--- src/rtl/mem_port_arbiter.sv ---
// Purpose: arbitrates one single-port data RAM between the CPU memory stage and an IO loader, with locked IO bursts.
// Latency: grants and mem* outputs are combinational; RAM read data and ioRValid arrive one cycle after the grant.
// Backpressure: a denied CPU sees cpuStall and holds its request; a denied IO retries and gains forced priority after MAXWAIT denials.
module mem_port_arbiter #(
   parameter int WIDTH     = 24,
   parameter int ADDRWIDTH = 24,
   parameter int MAXWAIT   = 4,
   parameter int BURSTLEN  = 16
) (
   input  logic                 clock,
   input  logic                 reset,
   input  logic                 startIO,
   input  logic                 cpuReq,
   input  logic                 cpuWe,
   input  logic [ADDRWIDTH-1:0] cpuAddr,
   input  logic [WIDTH-1:0]     cpuWData,
   output logic                 cpuStall,
   output logic [WIDTH-1:0]     cpuRData,
   input  logic                 ioReq,
   input  logic                 ioWe,
   input  logic [ADDRWIDTH-1:0] ioAddr,
   input  logic [WIDTH-1:0]     ioWData,
   output logic                 ioGrant,
   output logic [WIDTH-1:0]     ioRData,
   output logic                 ioRValid,
   output logic                 memWe,
   output logic [ADDRWIDTH-1:0] memAddr,
   output logic [WIDTH-1:0]     memWData,
   input  logic [WIDTH-1:0]     memRData,
   output logic                 burstBusy
);

   typedef enum logic {
      SHARED = 1'b0,
      BURST  = 1'b1
   } state_t;

   localparam logic [3:0] MAX_WAIT_C  = 4'(MAXWAIT);
   localparam logic [7:0] LAST_BEAT_C = 8'(BURSTLEN - 1);

   state_t     state_q, state_d;
   logic [3:0] wait_cnt_q, wait_cnt_d;
   logic [7:0] beat_cnt_q, beat_cnt_d;
   logic       io_rvalid_q, io_rvalid_d;

   logic       cpu_grant;
   logic       io_grant;

   // Grant decision, memory port mux and next-state computation from current state and inputs.
   always_comb begin
      cpu_grant   = 1'b0;
      io_grant    = 1'b0;
      state_d     = state_q;
      wait_cnt_d  = wait_cnt_q;
      beat_cnt_d  = beat_cnt_q;
      io_rvalid_d = 1'b0;

      // Reset suppresses every grant so nothing reaches the RAM while it is held.
      if (!reset) begin
         case (state_q)
            SHARED: begin
               // CPU wins unless IO has already been turned away MAXWAIT times.
               if (cpuReq && (wait_cnt_q < MAX_WAIT_C)) begin
                  cpu_grant = 1'b1;
               end else if (ioReq) begin
                  io_grant = 1'b1;
               end
            end
            BURST: begin
               // The burst owns the port; CPU waits even when IO idles.
               io_grant = ioReq;
            end
            default: begin
               cpu_grant = 1'b0;
               io_grant  = 1'b0;
            end
         endcase
      end

      if (reset) begin
         state_d     = SHARED;
         wait_cnt_d  = 4'd0;
         beat_cnt_d  = 8'd0;
         io_rvalid_d = 1'b0;
      end else begin
         // Denial counter: counts consecutive refused IO requests, saturating.
         if (ioReq && !io_grant) begin
            if (wait_cnt_q >= MAX_WAIT_C) begin
               wait_cnt_d = MAX_WAIT_C;
            end else begin
               wait_cnt_d = wait_cnt_q + 4'd1;
            end
         end else begin
            wait_cnt_d = 4'd0;
         end

         case (state_q)
            SHARED: begin
               if (startIO) begin
                  state_d    = BURST;
                  beat_cnt_d = 8'd0;
               end
            end
            BURST: begin
               // startIO is deliberately ignored here; only granted beats advance the burst.
               if (io_grant) begin
                  if (beat_cnt_q == LAST_BEAT_C) begin
                     state_d    = SHARED;
                     beat_cnt_d = 8'd0;
                  end else begin
                     beat_cnt_d = beat_cnt_q + 8'd1;
                  end
               end
            end
            default: begin
               state_d    = SHARED;
               beat_cnt_d = 8'd0;
            end
         endcase

         io_rvalid_d = io_grant && !ioWe;
      end
   end

   // Drive the RAM port with the granted requester, or idle zeros when nobody is granted.
   always_comb begin
      memWe    = 1'b0;
      memAddr  = '0;
      memWData = '0;
      if (io_grant) begin
         memWe    = ioWe;
         memAddr  = ioAddr;
         memWData = ioWData;
      end else if (cpu_grant) begin
         memWe    = cpuWe;
         memAddr  = cpuAddr;
         memWData = cpuWData;
      end
   end

   assign cpuStall  = cpuReq && !cpu_grant;
   assign ioGrant   = io_grant;
   assign ioRValid  = io_rvalid_q;
   assign burstBusy = (state_q == BURST) && !reset;
   assign cpuRData  = memRData;
   assign ioRData   = memRData;

   // State register with synchronous reset folded into the next-state logic.
   always_ff @(posedge clock) begin
      state_q     <= state_d;
      wait_cnt_q  <= wait_cnt_d;
      beat_cnt_q  <= beat_cnt_d;
      io_rvalid_q <= io_rvalid_d;
   end

endmodule

--- config.mk ---
export PLATFORM = sky130hd
export DESIGN_NAME = mem_port_arbiter
export DESIGN_NICKNAME = d
export VERILOG_FILES = /design/src/rtl/mem_port_arbiter.sv
export SDC_FILE = /design/constraint.sdc
export NUM_CORES = 1
export LEC_CHECK = 0
export CORE_AREA = 4 4 86 88
export DETAILED_ROUTE_END_ITERATION = 7
export DIE_AREA = 0 0 90 92
export GPL_ROUTABILITY_DRIVEN = 0
export PLACE_DENSITY_LB_ADDON = 0.15
export SETUP_SLACK_MARGIN = 0.2
export SYNTH_ARGS = -nofsm -noshare
export SYNTH_HDL_FRONTEND = slang
export SYNTH_SLANG_ARGS = --single-unit
export TNS_END_PERCENT = 20
--- constraint.sdc ---
create_clock -name clock -period 2.3 [get_ports clock]
set_input_delay 0.345 -clock clock [delete_from_list [all_inputs] [get_ports clock]]
set_output_delay 0.345 -clock clock [all_outputs]
set_load 0.05 [all_outputs]
# Word-level counts from Yosys, hierarchy flattened
# Index checks and enable logic that the tools add are counted.
dict set report word_totals {
  regBits 14
  in_bits 127
  out_inout_bits 101
  elab_cells 48
}
dict set report op_classes {
  addsub 2
  order_cmp 2
  eq_ne 3
  n_mux 22
  bitwise 2
  reduce_logical 12
}
# operator n
set op_table {}
lappend op_table {{24-bit 2-to-1 mux} 4}
lappend op_table {{8-bit 2-to-1 mux} 3}
lappend op_table {{8-bit one-hot mux with 2 select lines} 1}
lappend op_table {{1-bit 2-to-1 mux} 11}
lappend op_table {{8-bit by 1-bit adder with 8-bit output, second input constant} 1}
lappend op_table {{8-bit by 4-bit equality test with 1-bit output, second input constant} 1}
lappend op_table {{1-bit logical AND} 5}
lappend op_table {{4-bit by 1-bit adder with 4-bit output, second input constant} 1}
lappend op_table {{4-bit by 3-bit greater-or-equal comparator with 1-bit output, second input constant} 1}
lappend op_table {{1-bit logical NOT} 4}
lappend op_table {{4-bit by 3-bit < comparator with 1-bit output, second input constant} 1}
lappend op_table {{2-bit inequality test, second input constant} 2}
lappend op_table {{1-bit one-hot mux with 2 select lines} 2}
lappend op_table {{3-bit 2-to-1 mux} 1}
lappend op_table {{3-bit OR reduction} 1}
lappend op_table {{1-bit NOT} 2}
lappend op_table {{2-bit AND reduction} 1}
lappend op_table {{2-bit OR reduction} 1}

# Depth between registers and ports, before layout
dict set report depth {
  depth_word 9
  depth_mapped 6
  ltp_nobuf 5
}

# Least setup slack after synthesis
# OpenSTA, ideal clock, no wires.
dict set report synth_path {
  kind {reg2out}
  from {reg state_q}
  to {out cpuStall}
  arrival_time_ns 1.578
  required_ns 1.955
  setup_slack_ns 0.377
  path_stages_with_launch 7
  path_buffers 3
  cell_sequence {dfxtp_1 -> buf_6 -> nor4b_4 -> nor2b_1 -> buf_4 -> buf_6 -> nor2b_1}
}
dict set report synth_between {
  elab_chain_cells 4
}
# item line_no
set synth_lines {}
lappend synth_lines {{start: declaration} 41} ;# state_t state_q, state_d;
lappend synth_lines {{start signal: assignment} 150} ;# state_q <= state_d;
lappend synth_lines {{1-bit 2-to-1 mux} 60} ;# case (state_q)
lappend synth_lines {{1-bit 2-to-1 mux} 59} ;# if (!reset) begin
lappend synth_lines {{1-bit logical NOT} 141} ;# assign cpuStall = cpuReq && !cpu_grant;
lappend synth_lines {{1-bit logical AND} 141}
lappend synth_lines {{end: declaration} 17} ;# output logic cpuStall,
# No other way between the ends.

# Worst setup path after layout
dict set report layout_path {
  from {reg wait_cnt_q[2]}
  to {out memWData[4]}
}
dict set report layout_between {
  elab_chain_cells 7
  elab_cells_between_ends 10
  classes_between {1 x order compare; 8 x mux; 1 x reduce/logical}
}
# item line_no
set layout_lines {}
lappend layout_lines {{start: declaration} 42} ;# logic [3:0] wait_cnt_q, wait_cnt_d;
lappend layout_lines {{start signal: assignment} 151} ;# wait_cnt_q <= wait_cnt_d;
lappend layout_lines {{4-bit by 3-bit < comparator with 1-bit output *} 63} ;# if (cpuReq && (wait_cnt_q < MAX_WAIT_C)) begin
lappend layout_lines {{1-bit logical AND *} 63}
lappend layout_lines {{1-bit 2-to-1 mux} 63}
lappend layout_lines {{1-bit 2-to-1 mux} 60}
lappend layout_lines {{1-bit 2-to-1 mux} 59}
lappend layout_lines {{24-bit 2-to-1 mux} 134} ;# end else if (cpu_grant) begin
lappend layout_lines {{24-bit 2-to-1 mux *} 130} ;# if (io_grant) begin
lappend layout_lines {{end: declaration} 28} ;# output logic [WIDTH-1:0] memWData,
# Mark *: on every way between the ends. The rest lies on a longest branch, timed or not.

==> impl_metrics.env <==
export IMPL_critPathMaxFanout=7
export IMPL_syn_avg_cell_area_um2=8.664
export IMPL_grtUsageMet1_pct=23.54
export IMPL_routed_wl_um=8034
export IMPL_worst_slew_pin_slew_ps=530.0
export IMPL_syn_to_final_growth_pct=132.6
export IMPL_grt_max_degree=38
export IMPL_htree_levels=1
export IMPL_slew_headroom_pct=64.56
export IMPL_drtIter0Drc=42
export IMPL_grtUsageTotal_pct=18.04
export IMPL_clk_pin_slew_ps=60
export IMPL_hp_class="register to register"
export IMPL_synth_nets=314
export IMPL_cp_required_ps=1960
export IMPL_die_w_um=90
export IMPL_cp_slowest_cell="dfxtp_2"
export IMPL_final_cells=377
export IMPL_end_kind="output pin"
export IMPL_cts_made_buffers=3
export IMPL_initial_core_util_pct=24.12
export IMPL_coreArea_um2=6644
export IMPL_cts_tree="done"
export IMPL_final_max_slew_viol_count=0
export IMPL_cts_path_max_buffers=2
export IMPL_hold_start="wait_cnt_q[0]"
export IMPL_yosysSeqAreaShare_pct=17.49
export IMPL_status="completed"
export IMPL_max_freq_mhz=474.8
export IMPL_ir_drop_v=0.0004177
export IMPL_die_h_um=92
export IMPL_synth_edf_count=0
export IMPL_critical_path_arrival_ps=1760
export IMPL_setup_viol=0
export IMPL_ys_types=27
export IMPL_grt_pass1_vias=1849
export IMPL_fin_skew_ps=1.992
export IMPL_synth_ff_type="dfxtp_1"
export IMPL_met2_usage_pct=27.01
export IMPL_dp_cells=365
export IMPL_p_leak_nw=1.547
export IMPL_antenna_found_initial=1
export IMPL_whs_path_depth=1
export IMPL_hold_path_end="wait_cnt_q[0]"
export IMPL_clock_latency_ps=250
export IMPL_synth_cells=185
export IMPL_setup_tns_ps=0
export IMPL_met3_usage_pct=9.762
export IMPL_cap_violations=0
export IMPL_rr_endpoint="beat_cnt_q[5]"
export IMPL_fin_area_um2=3729
export IMPL_synth_async_reset_ratio_pct=0
export IMPL_grt_pass1_wl_um=11670
export IMPL_rows=30
export IMPL_wl_per_cell_um=21.31
export IMPL_post_route_drc_count=0
export IMPL_critical_path_max_stage_delay_ps=330
export IMPL_finalCriticalPeriod_ps=2106
export IMPL_hold_buffers=0
export IMPL_cp_cell_sequence="nor4b_4 > buf_4 > nor2b_4 > buf_6 > buf_16 > a22o_4 > buf_12"
export IMPL_num_nets_final=425
export IMPL_num_io_pins=228
export IMPL_busiest_layer="met2"
export IMPL_drt_vias_per_instance=4.870
export IMPL_cts_root_buf="clkbuf_8"
export IMPL_finalCritPeriodShare_pct=91.58
export IMPL_ys_seq_elements=14
export IMPL_numPortBuffers=155
export IMPL_start_kind="register"
export IMPL_fp_dieArea_um2=8280
export IMPL_antenna_left=0
export IMPL_dp_slack_ps=30.50
export IMPL_post_route_util_pct=56.12
export IMPL_layout_setup_ws_ps=193.7
export IMPL_finalHoldViolations=0
export IMPL_grt_setup_unrepaired="true"
export IMPL_syn_area_um2=1603
export IMPL_vias=1836
export IMPL_final_layout_size_suffix_gt1_share_pct=32.88
export IMPL_yosysWarnings=0
export IMPL_placed_cell_area_um2=3353
export IMPL_power_density_nw_per_um2=348.2
export IMPL_r2r_start="beat_cnt_q[0]"
export IMPL_setup_worst_path_class="register to output pin"
export IMPL_r2r_slack_ps=750
export IMPL_worstRegToRegCells=5
export IMPL_numClockSinks=14
export IMPL_grt_ovfl_total=0
export IMPL_dr_pass1_iters=4
export IMPL_dpl_hpwl_um=6347
## worst max-delay path by stage
stage	startpoint	to	slack [ps]	depth (start not counted)
after global placement	cpuReq	memWData[8]	20	7
after CTS	ioReq	memAddr[15]	60	6
final	wait_cnt_q[2]	memWData[4]	190	7
after global routing	wait_cnt_q[2]	memWData[9]	110	7
after detailed placement	cpuReq	memWData[8]	30	7
after floorplan	state_q	cpuStall	380	6
## critical path: cells and delay by family (launching register included)
kind                   cells  cell delay (ps)
DFF                        1              330
and+or+nand+nor            2              350
buffers and inverters      4              560
AOI/OAI and AO/OA          1              260
## where the power goes
group	internal, mW	switching, mW	total, mW	leakage (nW)
clock	0.152	0.0935	0.245	0.0288
sequential	0.247	0.00356	0.250	0.115
combinational	0.450	0.353	0.803	1.40
## synthesized netlist by cell type (2+ instances only)
cell type,count,share of area [%]
a21oi_1,3,0.94
buf_6,13,9.1
ha_1,2,1.6
nand3_1,2,0.62
nor2_1,10,2.3
a22o_1,50,27
nor3_1,4,1.2
o21ai_0,6,1.9
dfxtp_1,14,17
buf_4,49,23
nor2b_1,7,2.7
inv_1,2,0.47
a31oi_1,3,1.2
and3_1,3,1.2
or4_1,2,0.94
nand2_1,4,0.94
## registers in the layout, indices dropped and copies added, names as in the netlist
name,flops
state_q,1
beat_cnt_q,8
wait_cnt_q,4
ioRValid,1
## layout make-up
type,instances,area (um2)
Antenna cell,2,5.005
Timing Repair Buffer,168,2268
Fill cell,579,2915
Tap cell,80,100.1
Inverter,2,7.507
Clock buffer,4,55.05
Sequential cell,14,285.3
Multi-Input combinational cell,107,1007
## metrics by stage
stage | total power, mW | hold slack (ps)
after CTS | 1.277 | 426.9
after global placement | 0.9963 | 408.3
after floorplan | 0.7876 | 397.3
final | 1.298 | 424.3
after detailed placement | 0.9992 | 418.1
after global routing | 1.347 | 465.6
## cells by family (layout without fill, tap and decap cells)
family	Yosys count	after routing	synth area share, %
buffers and inverters	64	174	32.55
DFF	14	14	17.49
xor gates and xnor gates	1	1	0.5465
muxes	1	1	0.6245
and+or+nand+nor	37	37	14.13
AOI/OAI and AO/OA	65	65	32.87
adders and majority gates	2	2	1.561
other	1	3	0.2340
## cells in the final DEF (no fill, tap or decap), drive strengths merged
| cell type | n |
|---|---|
| nand2 | 4 |
| a31oi | 3 |
| a211o | 1 |
| dfxtp | 14 |
| clkbuf | 6 |
| dlygate4sd2 | 1 |
| a311oi | 1 |
| conb | 1 |
| diode | 2 |
| nor2 | 10 |
| ha | 2 |
| nand4 | 1 |
| nor4b | 1 |
| or4 | 2 |
| nor2b | 7 |
| and3b | 1 |
| nand3b | 2 |
| mux2i | 1 |
| xnor2 | 1 |
| o21ai | 6 |
| a22oi | 1 |
| a21oi | 3 |
| clkdlybuf4s50 | 100 |
| and3 | 3 |
| inv | 2 |
| a22o | 50 |
| buf | 63 |
| nand3 | 2 |
| nor3 | 4 |
| dlymetal6s2s | 2 |
## what timing repair did
item                       4_1_cts  5_1_grt
resized for setup               16       18
setup buffers                    1        2
setup endpoints to repair       50       50
gates cloned                     1        2
pin swaps                        3        9
## routing by layer
layer | part of all wire, % | wire [um] | up-vias
met5 | 0.16 | 13 | -
met4 | 0.26 | 21 | 2
met3 | 11 | 902 | 6
met2 | 46 | 3667 | 125
met1 | 43 | 3429 | 842
li1 | - | - | 861
Note: power is estimated with default switching activity, not from simulation.
